File: src/rtl/mc_ctrl_fsm.sv
// rtl/mc_ctrl_fsm.sv - multi-cycle RV32I control sequencer; JAL support enabled by MC_CTRL_JAL_EN
module mc_ctrl_fsm (
  input  logic       clk,
  input  logic       rst_n,
  input  logic [6:0] op,
  input  logic [2:0] funct3,
  input  logic       funct7_5,
  input  logic       zero,
  input  logic       mem_ready,
  output logic       mem_req,
  output logic       mem_we,
  output logic       adr_src,
  output logic       ir_write,
  output logic       pc_write,
  output logic       reg_write,
  output logic [1:0] result_src,
  output logic [1:0] alu_src_a,
  output logic [1:0] alu_src_b,
  output logic [1:0] imm_src,
  output logic [2:0] alu_control,
  output logic [3:0] state_o,
  output logic       illegal
);

  typedef enum logic [3:0] {
    S_FETCH    = 4'd0,
    S_DECODE   = 4'd1,
    S_MEMADR   = 4'd2,
    S_MEMREAD  = 4'd3,
    S_MEMWB    = 4'd4,
    S_MEMWRITE = 4'd5,
    S_EXECR    = 4'd6,
    S_EXECI    = 4'd7,
    S_ALUWB    = 4'd8,
    S_BRANCH   = 4'd9,
    S_JAL      = 4'd10,
    S_TRAP     = 4'd15
  } state_t;

  localparam logic [6:0] OP_LOAD   = 7'b0000011;
  localparam logic [6:0] OP_STORE  = 7'b0100011;
  localparam logic [6:0] OP_RTYPE  = 7'b0110011;
  localparam logic [6:0] OP_ITYPE  = 7'b0010011;
  localparam logic [6:0] OP_BRANCH = 7'b1100011;
  localparam logic [6:0] OP_JAL    = 7'b1101111;

  state_t state;

  // ALU operation for register and immediate arithmetic; sub only for R-type with funct7_5 set
  function automatic logic [2:0] funct_alu(input logic [6:0] o, input logic [2:0] f3, input logic f7);
    case (f3)
      3'b000:  return (o[5] && f7) ? 3'b001 : 3'b000;
      3'b010:  return 3'b101;
      3'b110:  return 3'b011;
      3'b111:  return 3'b010;
      default: return 3'b000;
    endcase
  endfunction

  // State register: memory states wait on mem_ready, TRAP holds until reset
  always_ff @(posedge clk or negedge rst_n) begin
    if (!rst_n) begin
      state <= S_FETCH;
    end else begin
      case (state)
        S_FETCH:    if (mem_ready) state <= S_DECODE;
        S_DECODE: begin
          case (op)
            OP_LOAD, OP_STORE: state <= S_MEMADR;
            OP_RTYPE:          state <= S_EXECR;
            OP_ITYPE:          state <= S_EXECI;
            OP_BRANCH:         state <= S_BRANCH;
`ifdef MC_CTRL_JAL_EN
            OP_JAL:            state <= S_JAL;
`endif
            default:           state <= S_TRAP;
          endcase
        end
        S_MEMADR:   state <= op[5] ? S_MEMWRITE : S_MEMREAD;
        S_MEMREAD:  if (mem_ready) state <= S_MEMWB;
        S_MEMWRITE: if (mem_ready) state <= S_FETCH;
        S_MEMWB:    state <= S_FETCH;
        S_EXECR:    state <= S_ALUWB;
        S_EXECI:    state <= S_ALUWB;
        S_ALUWB:    state <= S_FETCH;
        S_BRANCH:   state <= S_FETCH;
        S_JAL:      state <= S_ALUWB;
        S_TRAP:     state <= S_TRAP;
        default:    state <= S_FETCH;
      endcase
    end
  end

  // Datapath selects and strobes per state; strobes are suppressed while reset is held
  always_comb begin
    mem_req     = 1'b0;
    mem_we      = 1'b0;
    adr_src     = 1'b0;
    ir_write    = 1'b0;
    pc_write    = 1'b0;
    reg_write   = 1'b0;
    result_src  = 2'b00;
    alu_src_a   = 2'b00;
    alu_src_b   = 2'b00;
    alu_control = 3'b000;
    case (state)
      S_FETCH: begin
        mem_req    = 1'b1;
        alu_src_b  = 2'b10;
        result_src = 2'b10;
        ir_write   = mem_ready;
        pc_write   = mem_ready;
      end
      S_DECODE: begin
        alu_src_a = 2'b01;
        alu_src_b = 2'b01;
      end
      S_MEMADR: begin
        alu_src_a = 2'b10;
        alu_src_b = 2'b01;
      end
      S_MEMREAD: begin
        mem_req = 1'b1;
        adr_src = 1'b1;
      end
      S_MEMWRITE: begin
        mem_req = 1'b1;
        mem_we  = 1'b1;
        adr_src = 1'b1;
      end
      S_MEMWB: begin
        result_src = 2'b01;
        reg_write  = 1'b1;
      end
      S_EXECR: begin
        alu_src_a   = 2'b10;
        alu_control = funct_alu(op, funct3, funct7_5);
      end
      S_EXECI: begin
        alu_src_a   = 2'b10;
        alu_src_b   = 2'b01;
        alu_control = funct_alu(op, funct3, funct7_5);
      end
      S_ALUWB: begin
        reg_write = 1'b1;
      end
      S_BRANCH: begin
        alu_src_a   = 2'b10;
        alu_control = 3'b001;
        if (funct3 == 3'b000)      pc_write = zero;
        else if (funct3 == 3'b001) pc_write = ~zero;
      end
      S_JAL: begin
        alu_src_a = 2'b01;
        alu_src_b = 2'b10;
        pc_write  = 1'b1;
      end
      default: ;
    endcase
    if (!rst_n) begin
      mem_req   = 1'b0;
      mem_we    = 1'b0;
      ir_write  = 1'b0;
      pc_write  = 1'b0;
      reg_write = 1'b0;
    end
  end

  // Immediate format follows the opcode in every state
  always_comb begin
    case (op)
      OP_STORE:  imm_src = 2'b01;
      OP_BRANCH: imm_src = 2'b10;
      OP_JAL:    imm_src = 2'b11;
      default:   imm_src = 2'b00;
    endcase
  end

  assign state_o = state;
  assign illegal = (state == S_TRAP);

endmodule

File: config.mk
export PLATFORM = sky130hd
export DESIGN_NAME = mc_ctrl_fsm
export DESIGN_NICKNAME = d
export VERILOG_FILES = /design/src/rtl/mc_ctrl_fsm.sv
export SDC_FILE = /design/constraint.sdc
export NUM_CORES = 1
export LEC_CHECK = 0
export CORE_UTILIZATION = 45
export CTS_CLUSTER_DIAMETER = 40
export DETAILED_ROUTE_END_ITERATION = 7
export DONT_BUFFER_PORTS = 1
export SLEW_MARGIN = 20
export SYNTH_ARGS = -nofsm -noshare
export SYNTH_HDL_FRONTEND = slang
export SYNTH_SLANG_ARGS = --single-unit
File: constraint.sdc
create_clock -name clk -period 2.23 [get_ports clk]
set_clock_uncertainty 0.2 [all_clocks]
set_input_delay 0.223 -clock clk [delete_from_list [all_inputs] [get_ports clk]]
set_output_delay 0.223 -clock clk [all_outputs]
set_load 0.02 [all_outputs]
Word-level counts from Yosys, hierarchy flattened:

Cells that the tools add are included.

* bits in registers: 4
* latch bits: 0
* bits in writable memories: 0
* ROM bits: 0
* input bits: 15
* output and inout bits: 22
* logic and storage cells: 66
* memories: 0

* add/subtract/negate cells: 0
* multipliers: 0
* div/mod/pow operators: 0
* magnitude comparators: 0
* equality and inequality tests: 24
* shift operators: 0
* multiplexer cells: 26
* bitwise gates (word level): 1
* reduce and logical (&&, ||, !) cells: 14

Operator list (number)
* $pmux W4 S7: 1
* $eq A4 B3 Y1 const B: 4
* $eq A4 B4 Y1 const B: 4
* $pmux W4 S4: 1
* $eq A7 B6 Y1 const B: 2
* $eq A7 B7 Y1 const B: 2
* $mux W1: 13
* $mux W4: 3
* $pmux W2 S2: 3
* $pmux W3 S4: 1
* $reduce_or A2 Y1: 6
* $reduce_or A3 Y1: 3
* $eq A4 B2 Y1 const B: 2
* $eq A7 B2 Y1 const B: 1
* $eq A7 B5 Y1 const B: 1
* $eq A3 B3 Y1 const B: 2
* $ne A2 B2 Y1 const B: 3
* $pmux W2 S3: 1
* $pmux W3 S2: 1
* $eq A4 B1 Y1 const B: 1
* $logic_not A4 Y1: 1
* $reduce_or A4 Y1: 1
* $eq A3 B1 Y1 const B: 1
* $eq A3 B2 Y1 const B: 1
* 6 further kinds: 6

Logic depth before layout (Yosys ltp):

Gate-level depths: netlist of run 1.

* word-level depth: 5
* depth in mapped cells: 6
* gate-level depth less buffers: 4

Worst setup path after synthesis of run 1:

Ideal clock, no wire load.

* path kind: reg2out
* start point: register state[1] (netlist: state_o[1])
* end point: output port mem_req
* arrival time: 1.646 ns
* required time: 1.807 ns
* setup slack: 0.161 ns
* cell stages (with the launch flop): 5
* buffers on the path: 1
* path through: dfrtp_1 buf_2 xnor2_1 nor3_1 o21a_1

* longest elaborated chain between the ends: 4
* elaborated cells on any way between the ends: 6
* classes of those cells: eq/ne: 2; mux: 2; reduce/logical: 2

Ends and longest elaborated chain
* start, declared: RTL line 47 `state_t state;`
* start signal, assigned: RTL line 79 `S_MEMADR: state <= op[5] ? S_MEMWRITE : S_MEMREAD;`
* $eq A4 B3 Y1 (tied with other cells): RTL line 106 `case (state)`
* $reduce_or A3 Y1 (no source line) *
* $mux W1 *: RTL line 106
* $mux W1 *: RTL line 160 `if (!rst_n) begin`
* end, declared: RTL line 10 `output logic mem_req,`

Mark *: on every way between the ends. The rest lies on a longest branch, timed or not.

Final worst setup path of run 1:

* start point: register state[3] (netlist: state_o[3])
* end point: output port pc_write

* longest elaborated chain between the ends: 3
* elaborated cells on any way between the ends: 5
* classes of those cells: eq/ne: 2; mux: 2; reduce/logical: 1

Ends and longest elaborated chain
* $eq A4 B4 Y1 or $logic_not A4 Y1 (tied branches): RTL line 106
* $pmux W1 S3 *: RTL line 106
* $mux W1 *: RTL line 160
* end, declared: RTL line 14 `output logic pc_write,`

Marked as above.

==> results of run 1 <==
[per-layer routing]
metal | wire length [um] | track usage | vias to the layer above
met4 | 0 | 0 | 0
met1 | 701 | 0.3121 | 304
met5 | 0 | 0 | -
met2 | 680 | 0.3708 | 36
li1 | - | - | 356
met3 | 138 | 0.07514 | 0
[cells by family (layout without fill, tap and decap cells)]
| family | count (synthesis) | count (layout) |
|---|---|---|
| compound gates | 24 | 24 |
| xor+xnor | 5 | 5 |
| buf+inv | 11 | 26 |
| flops | 4 | 4 |
| mux | 1 | 1 |
| simple gates | 45 | 45 |
[through the flow]
| stage | worst slack (ps) | utilization |
|---|---|---|
| 2_1_floorplan | 160.9 | - |
| 3_3_place_gp | 362.0 | 0.6055 |
| 3_5_place_dp | 301.9 | 0.6055 |
| 4_1_cts | 41.72 | 0.6414 |
| 5_1_grt | 4.716 | 0.6466 |
| 6_report | 118.5 | 0.6466 |
[worst paths after layout]
check	startpoint	to	slack, ps	depth (start not counted)
max	state_o[3]$_DFFE_PN0P_	pc_write	120	4
min	op[6]	state_o[1]$_DFFE_PN0P_	30	2
max reg2reg	state_o[3]$_DFFE_PN0P_	state_o[2]$_DFFE_PN0P_	430	4
min reg2reg	state_o[3]$_DFFE_PN0P_	state_o[3]$_DFFE_PN0P_	530	1
max in group asynchronous	rst_n	state_o[2]$_DFFE_PN0P_	1570	1
min in group asynchronous	rst_n	state_o[3]$_DFFE_PN0P_	70	1
[worst max-delay path, delay by kind of cell (launching register included)]
family | cells | cell delay (ps)
AOI/OAI and AO/OA | 1 | 280
buffers and inverters | 1 | 250
DFF | 1 | 580
and+or+nand+nor | 2 | 330
[power by group]
group	switching, W	internal, W
Sequential	0.0000770	0.000101
Combinational	0.000412	0.000309
Clock	0.0000286	0.0000601
[repair_timing]
action,4_1_cts,5_1_grt
hold buffers,2,0
resized for setup,0,2
setup endpoints to repair,0,3
hold endpoints to repair,6,0
[synthesized netlist by cell type]
cell type and n:
a21boi_0 2, a21o_1 2, a21oi_1 6, a2bb2oi_1 1, a31oi_1 3, and3_1 2
and4bb_2 1, buf_2 5, buf_4 1, dfrtp_1 4, inv_1 5, mux2i_1 1
nand2_1 9, nand2b_1 2, nand3_1 4, nor2_1 7, nor2b_1 4, nor3_1 5
nor3_2 1, nor3b_1 3, nor4_1 1, nor4b_1 1, o21a_1 2, o21ai_0 4
o21ai_1 1, o22ai_1 1, o2bb2ai_1 1, o41ai_1 1, or2_2 1, or3_1 2
or3b_1 1, or4b_4 1, xnor2_1 3, xor2_1 2
[area by class of cell]
class / count / area share
Sequential cell: 4 / 0.1321
Tap cell: 14 / 0.02284
Inverter: 5 / 0.02447
Clock buffer: 3 / 0.02936
Timing Repair Buffer: 18 / 0.1827
Multi-Input combinational cell: 75 / 0.6085
==> impl_metrics.prom, run 1 <==
# TYPE chip_impl_metric gauge
chip_impl_metric{name="yosys.area_share.simple",unit=""} 0.4184
chip_impl_metric{name="floorplan.initialDensity",unit=""} 0.5169
chip_impl_metric{name="synth.net_count",unit=""} 105
chip_impl_info{name="timing_worst_setup_path_type",value="reg -> out"} 1
chip_impl_metric{name="design.core.area",unit="um2"} 1186
chip_impl_metric{name="fmaxAchievable",unit="MHz"} 473.6
chip_impl_metric{name="first_pass_grt_wire_length",unit="um"} 2421
chip_impl_metric{name="route.detailed.drc",unit=""} 0
chip_impl_metric{name="totalWireLength",unit="um"} 1521
chip_impl_metric{name="synth_largest_type_area_fraction",unit=""} 0.1633
chip_impl_metric{name="report.final.slew_viol_count",unit=""} 0
chip_impl_metric{name="avgSynthCellArea",unit="um2"} 6.812
chip_impl_metric{name="power_density",unit="nW/um2"} 1288
chip_impl_metric{name="die-height",unit="um"} 38.91
chip_impl_metric{name="drt.antenna.violating_nets",unit=""} 0
chip_impl_metric{name="share_of_cells_above_drive_strength_1",unit=""} 0.2381
chip_impl_metric{name="synth_compound_area_frac",unit=""} 0.2469
chip_impl_metric{name="cp_max_fo",unit=""} 14
chip_impl_metric{name="yosysUniqueCellTypes",unit=""} 34
chip_impl_metric{name="grt_remaining_overflow",unit=""} 0
chip_impl_metric{name="postSynthRegisterBits",unit=""} 4
chip_impl_metric{name="fin_total_pwr",unit="W"} 0.0009877
chip_impl_metric{name="grt_pass1_vias",unit=""} 612
chip_impl_info{name="critPathSlowestCell",value="dfrtp_1"} 1
chip_impl_metric{name="placed_cells_incl_taps",unit=""} 114
chip_impl_metric{name="post-cts-setup-buffer-count",unit=""} 0
chip_impl_metric{name="seqCellArea",unit="um2"} 101.3
chip_impl_info{name="critPathCaptureType",value="output port"} 1
chip_impl_metric{name="avgRoutedWirePerCell",unit="um"} 12.78
chip_impl_metric{name="cp.arrival",unit="ps"} 1690
chip_impl_metric{name="final.hold.worst_slack",unit="ps"} 30.64
chip_impl_info{name="largest_family_of_logic_cells_by_synthesized_area",value="simple AND/OR/NAND/NOR gates"} 1
chip_impl_metric{name="critical_path.max_stage_delay",unit="ps"} 580
chip_impl_metric{name="critPathRequiredTime",unit="ps"} 1810
chip_impl_metric{name="combined_global_route_utilization_of_all_metal_layers",unit=""} 0.2286
chip_impl_metric{name="detail_route.vias_per_cell",unit=""} 5.849
chip_impl_metric{name="die_x",unit="um"} 38.91
chip_impl_metric{name="yosysWarningCount",unit=""} 0
chip_impl_metric{name="clkSlewWorstSetupHoldPaths",unit="ps"} 40
chip_impl_info{name="rsz0062_at_grt",value="false"} 1
chip_impl_metric{name="final_cell_area",unit="um2"} 767.0
chip_impl_metric{name="finish.cell_count_without_fillers",unit=""} 119
chip_impl_metric{name="routed-via-count",unit=""} 696
chip_impl_metric{name="max-clock-path-buffers",unit=""} 2
chip_impl_metric{name="number_of_buffers_created_by_cts",unit=""} 3
chip_impl_metric{name="final.setup.tns",unit="ps"} 0
chip_impl_info{name="cts_tree",value="yes"} 1
chip_impl_info{name="cell_type_with_the_largest_total_area_after_synthesis",value="dfrtp_1"} 1
chip_impl_info{name="netlist_top_cells_area",value="dfrtp_1 16%, nand2_1 5.5%, a21oi_1 4.9%"} 1
chip_impl_metric{name="syn-cell-area",unit="um2"} 613.1
chip_impl_metric{name="cap_violations",unit=""} 0
chip_impl_metric{name="cts.sinks",unit=""} 4
chip_impl_metric{name="drt_pre_antenna_iters",unit=""} 4
chip_impl_info{name="outcome",value="completed"} 1
chip_impl_metric{name="post_synth_xor_area_fraction",unit=""} 0.07143
chip_impl_metric{name="max_ffs_per_register",unit=""} 4
chip_impl_metric{name="num-fill-cells",unit=""} 124
chip_impl_metric{name="placed_cell_area",unit="um2"} 718.2
chip_impl_info{name="ctsRootBufferMaster",value="clkbuf_4"} 1
chip_impl_info{name="final_common_cell",value="buf_4"} 1
chip_impl_metric{name="io_buffers",unit=""} 0
chip_impl_metric{name="leakage",unit="nW"} 0.3460
chip_impl_info{name="timing.hold.worst.class",value="in -> reg"} 1
chip_impl_metric{name="setup_violations",unit=""} 0
chip_impl_metric{name="post_synth_fa_ha_maj_area_fraction",unit=""} 0
chip_impl_metric{name="synth_seq_area_share",unit=""} 0.1633
chip_impl_metric{name="multi_input_comb_area",unit="um2"} 466.7
chip_impl_info{name="path_cells",value="buf_4 > nand2_1 > nor4_1 > o21a_1"} 1
chip_impl_metric{name="period_minus_slack",unit="ps"} 2112
chip_impl_metric{name="worstSkewPairLatency",unit="ps"} 230
chip_impl_metric{name="die-area",unit="um2"} 1514
chip_impl_metric{name="clock_tree.htree_level_count",unit=""} 1
chip_impl_metric{name="layout_worst_path_cycle_share",unit=""} 0.9469
chip_impl_metric{name="worst-slew-pin-transition",unit="ps"} 611.6
chip_impl_metric{name="std_cell_rows",unit=""} 12
chip_impl_metric{name="grt_start_max_net_pins",unit=""} 17
chip_impl_metric{name="antenna_cells_inserted",unit=""} 0
chip_impl_metric{name="max_slew_margin",unit=""} 0.5892
chip_impl_metric{name="vdd.ir_drop.worst",unit="V"} 0.0006563
chip_impl_metric{name="syn2layout_area_growth",unit="%"} 25.10
chip_impl_metric{name="drt_iter0_drc",unit=""} 16
chip_impl_info{name="startpoint_type",value="register"} 1
chip_impl_metric{name="dp.final_hpwl",unit="um"} 1192
chip_impl_info{name="layout.cells.most_common_list",value="16 x buf_4, 9 x nand2_1, 7 x nor2_1"} 1
chip_impl_metric{name="syn_inst",unit=""} 90
chip_impl_metric{name="num_io_pins",unit=""} 37
chip_impl_metric{name="post_synth_mux_area_share",unit=""} 0.01633
chip_impl_metric{name="antenna_found_initial",unit=""} 0
chip_impl_metric{name="gp_congestion",unit=""} 0.7717
chip_impl_metric{name="finalHoldViolations",unit=""} 0
chip_impl_metric{name="nNetsFinal",unit=""} 122
No activity file was read; power rests on OpenSTA's default activity.
==> run 2: changes to the inputs <==
--- a/config.mk
+++ b/config.mk
@@ -5,10 +5,14 @@
 export SDC_FILE = /design/constraint.sdc
 export NUM_CORES = 1
 export LEC_CHECK = 0
-export CORE_UTILIZATION = 45
+export CELL_PAD_IN_SITES_DETAIL_PLACEMENT = 1
+export CELL_PAD_IN_SITES_GLOBAL_PLACEMENT = 1
+export CORE_ASPECT_RATIO = 1.1
+export CORE_UTILIZATION = 42
 export CTS_CLUSTER_DIAMETER = 40
 export DETAILED_ROUTE_END_ITERATION = 7
 export DONT_BUFFER_PORTS = 1
+export PLACE_DENSITY_LB_ADDON = 0.1
 export SLEW_MARGIN = 20
 export SYNTH_ARGS = -nofsm -noshare
 export SYNTH_HDL_FRONTEND = slang
==> run 2 against run 1 <==
  * Via count up 1.3%
  * Routed wire length grew 35%
  * Die area grew 6.8%
  * Sequential cell count unchanged
  * Global-route usage grew 4.6 points
  * Hold slack improved by 5.4 ps
  * First-iteration DRC count fell by 88%
  * Non-clock buffer count decreased by 1
  * Clock-buffer cell count did not move
  * Cell count up 0.84%
  * Critical path type unchanged
  * Largest power group unchanged
==> impl_metrics.prom, run 2 (same netlist as run 1, synthesis figures left out) <==
# TYPE chip_impl_metric gauge
chip_impl_info{name="outcome",value="completed"} 1
chip_impl_info{name="rsz0062_at_grt",value="false"} 1
chip_impl_metric{name="syn2layout_area_growth",unit="%"} 24.49
chip_impl_metric{name="setup_violations",unit=""} 0
chip_impl_metric{name="totalWireLength",unit="um"} 2047
chip_impl_metric{name="avgRoutedWirePerCell",unit="um"} 17.06
chip_impl_metric{name="clkSlewWorstSetupHoldPaths",unit="ps"} 40
chip_impl_metric{name="antenna_cells_inserted",unit=""} 0
chip_impl_metric{name="finalHoldViolations",unit=""} 0
chip_impl_metric{name="number_of_buffers_created_by_cts",unit=""} 3
chip_impl_metric{name="floorplan.initialDensity",unit=""} 0.4487
chip_impl_metric{name="design.core.area",unit="um2"} 1366
chip_impl_metric{name="multi_input_comb_area",unit="um2"} 467.9
chip_impl_metric{name="critPathRequiredTime",unit="ps"} 1810
chip_impl_metric{name="grt_remaining_overflow",unit=""} 0
chip_impl_metric{name="final.hold.worst_slack",unit="ps"} 36.02
chip_impl_metric{name="grt_start_max_net_pins",unit=""} 17
chip_impl_info{name="ctsRootBufferMaster",value="clkbuf_4"} 1
chip_impl_metric{name="combined_global_route_utilization_of_all_metal_layers",unit=""} 0.2749
chip_impl_metric{name="cp_max_fo",unit=""} 16
chip_impl_metric{name="fmaxAchievable",unit="MHz"} 472.0
chip_impl_metric{name="vdd.ir_drop.worst",unit="V"} 0.0006651
chip_impl_metric{name="report.final.slew_viol_count",unit=""} 0
chip_impl_info{name="layout.cells.most_common_list",value="15 x buf_4, 9 x nand2_1, 7 x nor2_1"} 1
chip_impl_metric{name="leakage",unit="nW"} 0.3416
chip_impl_metric{name="grt_pass1_vias",unit=""} 727
chip_impl_metric{name="cap_violations",unit=""} 0
chip_impl_metric{name="nNetsFinal",unit=""} 121
chip_impl_metric{name="finalCoreUtilization",unit=""} 0.5586
chip_impl_metric{name="first_pass_grt_wire_length",unit="um"} 3180
chip_impl_info{name="startpoint_type",value="register"} 1
chip_impl_metric{name="share_of_cells_above_drive_strength_1",unit=""} 0.2404
chip_impl_metric{name="power_density",unit="nW/um2"} 1330
chip_impl_info{name="final_common_cell",value="buf_4"} 1
chip_impl_metric{name="die_x",unit="um"} 38.43
chip_impl_metric{name="layout_worst_path_cycle_share",unit=""} 0.9500
chip_impl_metric{name="num-fill-cells",unit=""} 181
chip_impl_metric{name="cp.arrival",unit="ps"} 1700
chip_impl_info{name="cts_tree",value="yes"} 1
chip_impl_metric{name="cts.sinks",unit=""} 4
chip_impl_metric{name="die-height",unit="um"} 42.07
chip_impl_metric{name="drt.antenna.violating_nets",unit=""} 0
chip_impl_info{name="critPathCaptureType",value="output port"} 1
chip_impl_metric{name="finish.cell_count_without_fillers",unit=""} 120
chip_impl_info{name="timing.hold.worst.class",value="in -> reg"} 1
chip_impl_metric{name="max_ffs_per_register",unit=""} 4
chip_impl_metric{name="final.setup.tns",unit="ps"} 0
chip_impl_metric{name="seqCellArea",unit="um2"} 101.3
chip_impl_metric{name="dp.final_hpwl",unit="um"} 1612
chip_impl_metric{name="worst-slew-pin-transition",unit="ps"} 608.9
chip_impl_metric{name="clock_tree.htree_level_count",unit=""} 1
chip_impl_metric{name="io_buffers",unit=""} 0
chip_impl_info{name="timing.rr.start",value="state_o[2]$_DFFE_PN0P_"} 1
chip_impl_metric{name="antenna_found_initial",unit=""} 0
chip_impl_metric{name="post-cts-setup-buffer-count",unit=""} 0
chip_impl_metric{name="drt_pre_antenna_iters",unit=""} 3
chip_impl_metric{name="gp_congestion",unit=""} 0.7311
chip_impl_metric{name="std_cell_rows",unit=""} 14
chip_impl_info{name="holdCritStartpoint",value="op[6]"} 1
chip_impl_metric{name="routed-via-count",unit=""} 705
chip_impl_metric{name="placed_cells_incl_taps",unit=""} 115
chip_impl_metric{name="max_slew_margin",unit=""} 0.5910
chip_impl_info{name="crit_path_start",value="state_o[3]$_DFFE_PN0P_"} 1
chip_impl_info{name="timing_worst_setup_path_type",value="reg -> out"} 1
chip_impl_metric{name="fin_total_pwr",unit="W"} 0.001015
chip_impl_metric{name="drt_iter0_drc",unit=""} 2
chip_impl_metric{name="num_io_pins",unit=""} 37
chip_impl_metric{name="die-area",unit="um2"} 1617
chip_impl_metric{name="worstSkewPairLatency",unit="ps"} 240
chip_impl_metric{name="max-clock-path-buffers",unit=""} 2
chip_impl_metric{name="route.detailed.drc",unit=""} 0
chip_impl_metric{name="period_minus_slack",unit="ps"} 2118
chip_impl_metric{name="detail_route.vias_per_cell",unit=""} 5.875
-- run 2: through the flow --
stage / cell area [um2] / setup WS [ps]
final: 763.2 / 111.6
after detailed placement: 713.2 / 288.0
after global placement: 713.2 / 265.3
after global routing: 763.2 / 19.59
after floorplan: 613.1 / 160.9
after CTS: 755.7 / 20.11
-- run 2: critical path, cell delays in order (launching register included) --
cell	delay, ps
dfrtp_2	520
or2_2	390
nor3_2	210
and3_1	330
-- run 2: repair_timing --
item	in CTS	in global routing
hold endpoints to repair	6	0
hold buffers	2	0
resized for setup	0	3
endpoints found under the setup margin	0	3
-- run 2: final timing paths --
check	endpoint	slack (ps)	cells past startpoint
max	ir_write	110	3
min in group asynchronous	state_o[0]$_DFFE_PN0P_	80	1
min	state_o[1]$_DFFE_PN0P_	40	2
max reg2reg	state_o[2]$_DFFE_PN0P_	320	5
max in group asynchronous	state_o[3]$_DFFE_PN0P_	1520	1
min reg2reg	state_o[3]$_DFFE_PN0P_	510	1
-- run 2: where the power goes --
| part | switching [W] | leakage [nW] | internal [W] |
|---|---|---|---|
| Sequential | 0.0000750 | 0.0506 | 0.000101 |
| Combinational | 0.000440 | 0.277 | 0.000307 |
| Clock | 0.0000317 | 0.0138 | 0.0000603 |
-- run 2: cell type report --
type                       instances  area share
clock buffer                       3     0.02951
multi-input combinational         75      0.6131
tap                               16     0.02623
sequential                         4      0.1328
inverter                           5     0.02459
timing repair buffer              17      0.1738
-- run 2: routing by layer --
metal | GRT usage | vias up | routed length (um)
met4 | 0.06207 | 0 | 8
met5 | 0 | - | 0
met1 | 0.3588 | 335 | 883
li1 | - | 348 | -
met3 | 0.05319 | 2 | 67
met2 | 0.4576 | 20 | 1087
